[config.mk]
export PLATFORM = sky130hd
export DESIGN_NAME = window_scan_sequencer
export DESIGN_NICKNAME = d
export VERILOG_FILES = /design/src/rtl/window_scan_sequencer.sv
export SDC_FILE = /design/constraint.sdc
export NUM_CORES = 1
export LEC_CHECK = 0
export BUFFER_PORTS_ARGS = -buffer_cell sky130_fd_sc_hd__buf_2
export CORE_MARGIN = 2
export CORE_UTILIZATION = 50
export DETAILED_ROUTE_END_ITERATION = 16
export GPL_TIMING_DRIVEN = 0
export PLACE_DENSITY = 0.7
export SYNTH_ARGS = -nofsm -noshare
export SYNTH_HDL_FRONTEND = slang
export SYNTH_SLANG_ARGS = --single-unit
[constraint.sdc]
create_clock -name clk -period 5.59 [get_ports clk]
set_input_delay 0.2795 -clock clk [delete_from_list [all_inputs] [get_ports clk]]
set_output_delay 0.2795 -clock clk [all_outputs]
set_load 0.02 [all_outputs]
[src/rtl/window_scan_sequencer.sv]
// Sliding-window scan sequencer: walks x/y/scale in CORES-wide batches and issues resultStore starts.
// Optional SCAN_PERF_CNT_EN macro adds a saturating batch_count output.
module window_scan_sequencer #(
   parameter int unsigned CORES      = 32,
   parameter int unsigned ROW_BITS   = 10,
   parameter int unsigned COL_BITS   = 10,
   parameter int unsigned SCALE_BITS = 5
) (
   input  logic                  clk,
   input  logic                  resetn,
   input  logic                  cmd_start,
   input  logic                  cmd_abort,
   input  logic [ROW_BITS-1:0]   img_width,
   input  logic [COL_BITS-1:0]   img_height,
   input  logic [SCALE_BITS-1:0] num_scales,
   output logic                  busy,
   output logic                  done,
   input  logic                  rs_ready,
   output logic                  rs_start,
   output logic                  rs_exit,
   output logic [ROW_BITS-1:0]   rs_startX,
   output logic [COL_BITS-1:0]   rs_startY,
   output logic [SCALE_BITS-1:0] rs_scale
`ifdef SCAN_PERF_CNT_EN
   ,
   output logic [31:0]           batch_count
`endif
);

   localparam int unsigned XW = ROW_BITS + 1;
   localparam int unsigned YW = COL_BITS + 1;
   localparam int unsigned SW = SCALE_BITS + 1;

   typedef enum logic [2:0] {
      IDLE,
      ISSUE,
      WAIT,
      EXIT,
      EXIT_WAIT,
      DONE
   } state_t;

   state_t                state, state_nxt;
   logic [ROW_BITS-1:0]   x_q, x_nxt;
   logic [COL_BITS-1:0]   y_q, y_nxt;
   logic [SCALE_BITS-1:0] s_q, s_nxt;
   logic [ROW_BITS-1:0]   w_q, w_nxt;
   logic [COL_BITS-1:0]   h_q, h_nxt;
   logic [SCALE_BITS-1:0] n_q, n_nxt;
   logic                  abort_q, abort_nxt;
   logic                  start_nxt, exit_nxt;
   logic [ROW_BITS-1:0]   sx_nxt;
   logic [COL_BITS-1:0]   sy_nxt;
   logic [SCALE_BITS-1:0] sc_nxt;
   logic [XW-1:0]         x_adv;
   logic [YW-1:0]         y_adv;
   logic [SW-1:0]         s_adv;

   // Widened increments so the overhanging last batch of a row cannot wrap x
   assign x_adv = {1'b0, x_q} + XW'(CORES);
   assign y_adv = {1'b0, y_q} + YW'(1);
   assign s_adv = {1'b0, s_q} + SW'(1);

   // Next-state, scan position and command outputs
   always_comb begin
      state_nxt = state;
      x_nxt     = x_q;
      y_nxt     = y_q;
      s_nxt     = s_q;
      w_nxt     = w_q;
      h_nxt     = h_q;
      n_nxt     = n_q;
      abort_nxt = abort_q;
      start_nxt = 1'b0;
      exit_nxt  = 1'b0;
      sx_nxt    = rs_startX;
      sy_nxt    = rs_startY;
      sc_nxt    = rs_scale;
      case (state)
         IDLE: begin
            if (cmd_start) begin
               w_nxt     = img_width;
               h_nxt     = img_height;
               n_nxt     = num_scales;
               x_nxt     = '0;
               y_nxt     = '0;
               s_nxt     = '0;
               abort_nxt = 1'b0;
               if (img_width == '0 || img_height == '0 || num_scales == '0)
                  state_nxt = EXIT;
               else
                  state_nxt = ISSUE;
            end
         end
         ISSUE: begin
            // A start coinciding with abort still goes out; the abort is honoured from WAIT
            if (rs_ready) begin
               start_nxt = 1'b1;
               sx_nxt    = x_q;
               sy_nxt    = y_q;
               sc_nxt    = s_q;
               state_nxt = WAIT;
               if (cmd_abort) abort_nxt = 1'b1;
            end else if (cmd_abort) begin
               state_nxt = EXIT;
            end
         end
         WAIT: begin
            if (cmd_abort || abort_q) begin
               state_nxt = EXIT;
            end else begin
               state_nxt = ISSUE;
               if (x_adv >= {1'b0, w_q}) begin
                  x_nxt = '0;
                  if (y_adv >= {1'b0, h_q}) begin
                     y_nxt = '0;
                     if (s_adv >= {1'b0, n_q})
                        state_nxt = EXIT;
                     else
                        s_nxt = s_adv[SCALE_BITS-1:0];
                  end else begin
                     y_nxt = y_adv[COL_BITS-1:0];
                  end
               end else begin
                  x_nxt = x_adv[ROW_BITS-1:0];
               end
            end
         end
         EXIT: begin
            if (rs_ready) begin
               start_nxt = 1'b1;
               exit_nxt  = 1'b1;
               state_nxt = EXIT_WAIT;
            end
         end
         EXIT_WAIT: begin
            // Ignore ready while our own strobe is still out; resultStore has not reacted yet
            if (rs_ready && !rs_start) state_nxt = DONE;
         end
         DONE: begin
            state_nxt = IDLE;
         end
         default: begin
            state_nxt = IDLE;
         end
      endcase
   end

   // State, scan position and registered outputs
   always_ff @(posedge clk) begin
      if (!resetn) begin
         state     <= IDLE;
         x_q       <= '0;
         y_q       <= '0;
         s_q       <= '0;
         w_q       <= '0;
         h_q       <= '0;
         n_q       <= '0;
         abort_q   <= 1'b0;
         busy      <= 1'b0;
         done      <= 1'b0;
         rs_start  <= 1'b0;
         rs_exit   <= 1'b0;
         rs_startX <= '0;
         rs_startY <= '0;
         rs_scale  <= '0;
      end else begin
         state     <= state_nxt;
         x_q       <= x_nxt;
         y_q       <= y_nxt;
         s_q       <= s_nxt;
         w_q       <= w_nxt;
         h_q       <= h_nxt;
         n_q       <= n_nxt;
         abort_q   <= abort_nxt;
         busy      <= (state_nxt != IDLE);
         done      <= (state_nxt == DONE);
         rs_start  <= start_nxt;
         rs_exit   <= exit_nxt;
         rs_startX <= sx_nxt;
         rs_startY <= sy_nxt;
         rs_scale  <= sc_nxt;
      end
   end

`ifdef SCAN_PERF_CNT_EN
   // Batch counter: cleared on an accepted start, counts non-exit strobes, saturates
   always_ff @(posedge clk) begin
      if (!resetn)
         batch_count <= '0;
      else if (state == IDLE && cmd_start)
         batch_count <= '0;
      else if (start_nxt && !exit_nxt && batch_count != 32'hFFFF_FFFF)
         batch_count <= batch_count + 32'd1;
   end
`endif

endmodule

==> metrics.yaml <==
yosys:
  synth-edff-count: 0
  synth_cell_types: 52
  syn_area_sq_um: 3817
  syn_inst: 472
  ys_warn_count: 0
  synth_ff_type: "dfxtp_1"
  synth_seq_cells: 73
  synth-seq-area-share_pct: 38.28
  async_reset_ff_share_pct: 0
  avgSynthCellArea_sq_um: 8.088
power_and_ir_drop:
  sw_frac_of_total_pct: 25.89
  power_mw: 1.215
  pwr-share-clk_pct: 40.4
  power_density_nw_per_um2: 272.6
  ir_worst_vdd_uv: 145.7
  p_int_mw: 0.9005
  switchingPower_mw: 0.3147
  power.share.combinational_pct: 14.5
  leakage_nw: 1.890
  p_seq_share_pct: 45.1
sta:
  min_period_ns: 3.309
  setup_violations: 0
  skew_ns: 0.009731
  fin_setup_tns_ns: 0
  hold_violations: 0
  rsz0062_at_grt: "false"
  post-route-period-util_pct: 59.20
  max_freq_ghz: 0.3022
  drv_slew: 0
  worst_slew_pin_slew_ns: 0.6408
  maxSlewHeadroom_pct: 57.19
final_layout:
  drive_above_1_share_pct: 16.33
  syn2layout_area_growth_pct: 16.75
  insertedDiodeCount: 0
  fillerInstances: 716
  nets: 593
  layout_commonest_cell: "nand2_1"
  final_cell_mix: "115 x nand2_1, 73 x dfxtp_1, 58 x buf_2, 49 x a21boi_0"
cts:
  cts_root_buf: "clkbuf_8"
  cts.clk_slew.worst_paths_ns: 0.07
  h-tree-depth: 3
  cts_resized: 0
  clock_path_buffers: 2
  cts_setup_buffers: 0
  clk_latency_ns: 0.34
  cts_sinks: 73
  cts_hold_buf: 0
  cts_made_buffers: 9
  cts_tree: "yes"
route:
  ant_nets: 0
  drt_iter0_drc: 195
  viasPerCell: 5.234
  wl_per_cell_microns: 13.81
  drc: 0
  routed_wirelength_microns: 8894
  firstDrtPassIters: 4
  dr_total_vias: 3371
global_route:
  grt_use_total_pct: 22.59
  grt_pass1_wl_microns: 15190
  grt_antenna_before_repair: 0
  grt_pass1_vias: 3304
  overflow: 0
  grt_max_degree: 13
critical_path:
  crit_path_max_fanout: 7
  r2r_start: "y_q[0]"
  r2r_slack_ns: 2.28
  critPathKind: "register to register"
  start_kind: "register"
  end_kind: "register"
  worstReg2RegEnd: "y_q[1]"
  worstPathArrival_ns: 3.58
  r2r_cells: 12
  cp.required_ns: 5.86
floorplan:
  die_area_sq_um: 8349
  rows: 31
  coreArea_sq_um: 7331
  boundaryPins: 59
  die_x_microns: 91.38
  dieHeight_microns: 91.38
  start_util_pct: 52.07
place:
  dp_hpwl_microns: 6662
  port_buffers: 53
  place_congestion: 0.8939
hold_path:
  hold_depth: 3
  holdPathEnd: "w_q[5]"
  min-delay-path-class: "primary input to register"
  holdCritStartpoint: "img_width[5]"
job:
  maxCapViolations: 0
outcome:
  outcome: "finished, final reports clean"
## synthesized netlist by cell type (all sizes together), types with 6 or more instances
cell type    n  area, sq um
xnor2        7        61.31
clkbuf      20        75.07
dfxtp       73         1461
a21boi      49        367.9
nand2      115        431.7
nand3       19        100.1
xor2         6        52.55
a21oi       17        85.08
inv         23        86.33
o22ai        6        43.79
ha          23        287.8
and3         9        56.30
nand3b       8        60.06
buf         12        81.32
mux2i        6        60.06
nor2        13        48.80
o21ai       13        80.08
## power by group through the flow
stage,clock network [mW],registers (mW),logic [mW]
2_1_floorplan,0,0.559,0.123
3_3_place_gp,0,0.559,0.172
3_5_place_dp,0,0.560,0.175
4_1_cts,0.499,0.548,0.176
5_1_grt,0.522,0.551,0.198
6_report,0.491,0.548,0.176
## through the flow
step           utilization (%)  area [sq um]  hold WS [ns]  setup WS [ns]  std cells
2_1_floorplan                -          3832        0.4244          2.823        476
3_3_place_gp             57.59          4222        0.4473          2.382        628
5_1_grt                  60.80          4457        0.1811          1.987        644
4_1_cts                  60.80          4457        0.1813          2.332        644
3_5_place_dp             57.59          4222        0.4547          2.366        628
6_report                 60.80          4457        0.1920          2.281        644
## registers in the layout (all words and copies together), names as in the netlist
name and flops:
rs_startX 5, rs_scale 5, rs_exit 1, x_q 5, abort_q 1, s_q 5, done 1, rs_start 1
h_q 10, n_q 5, rs_startY 10, w_q 10, state 3, busy 1, y_q 10
## metal layers
layer	up-vias	GRT usage, %	share of wire, %
li1	1728	-	-
met1	1550	28.33	47
met2	79	38.02	47
met3	14	4.066	4.2
met4	0	9.596	1.5
met5	-	0	0
## layout make-up
| cell class | count | area (sq um) | share of cell area, % |
|---|---|---|---|
| Clock buffer | 11 | 131.4 | 2.948 |
| Multi-Input combinational cell | 348 | 2128 | 47.75 |
| Clock inverter | 5 | 103.9 | 2.330 |
| Sequential cell | 73 | 1461 | 32.79 |
| Buffer | 32 | 156.4 | 3.509 |
| Timing Repair Buffer | 53 | 265.3 | 5.952 |
| Inverter | 23 | 86.33 | 1.937 |
| Tap cell | 99 | 123.9 | 2.779 |
## worst max path at each step
stage | start | end | slack (ns) | cells after the start
after global placement | y_q[0] | y_q[7] | 2.38 | 13
after detailed placement | y_q[0] | y_q[1] | 2.37 | 12
after global routing | y_q[0] | y_q[1] | 1.99 | 12
after CTS | y_q[0] | y_q[1] | 2.33 | 12
after floorplan | y_q[0] | y_q[7] | 2.82 | 13
final | y_q[0] | y_q[1] | 2.28 | 12
## critical path, cell delays in order (launching register included)
cell       delay [ns]
dfxtp_1          0.47
ha_1             0.29
and3_1           0.28
nand3_2          0.15
nor2_1           0.16
xor2_1           0.27
ha_1             0.30
a21o_1           0.16
a21oi_1          0.14
o21ai_1          0.13
a211oi_2         0.53
o2111ai_1        0.18
a21boi_0         0.18
## logic make-up after synthesis
family | after synthesis | share of synthesized area [%]
buf+inv | 55 | 6.358
fa+ha+maj | 23 | 7.539
flops | 73 | 38.28
mux | 6 | 1.573
other cells | 1 | 0.09823
simple gates | 195 | 23.73
compound gates | 106 | 19.44
xor+xnor | 13 | 2.983
Power figures use the tool's default switching activity.
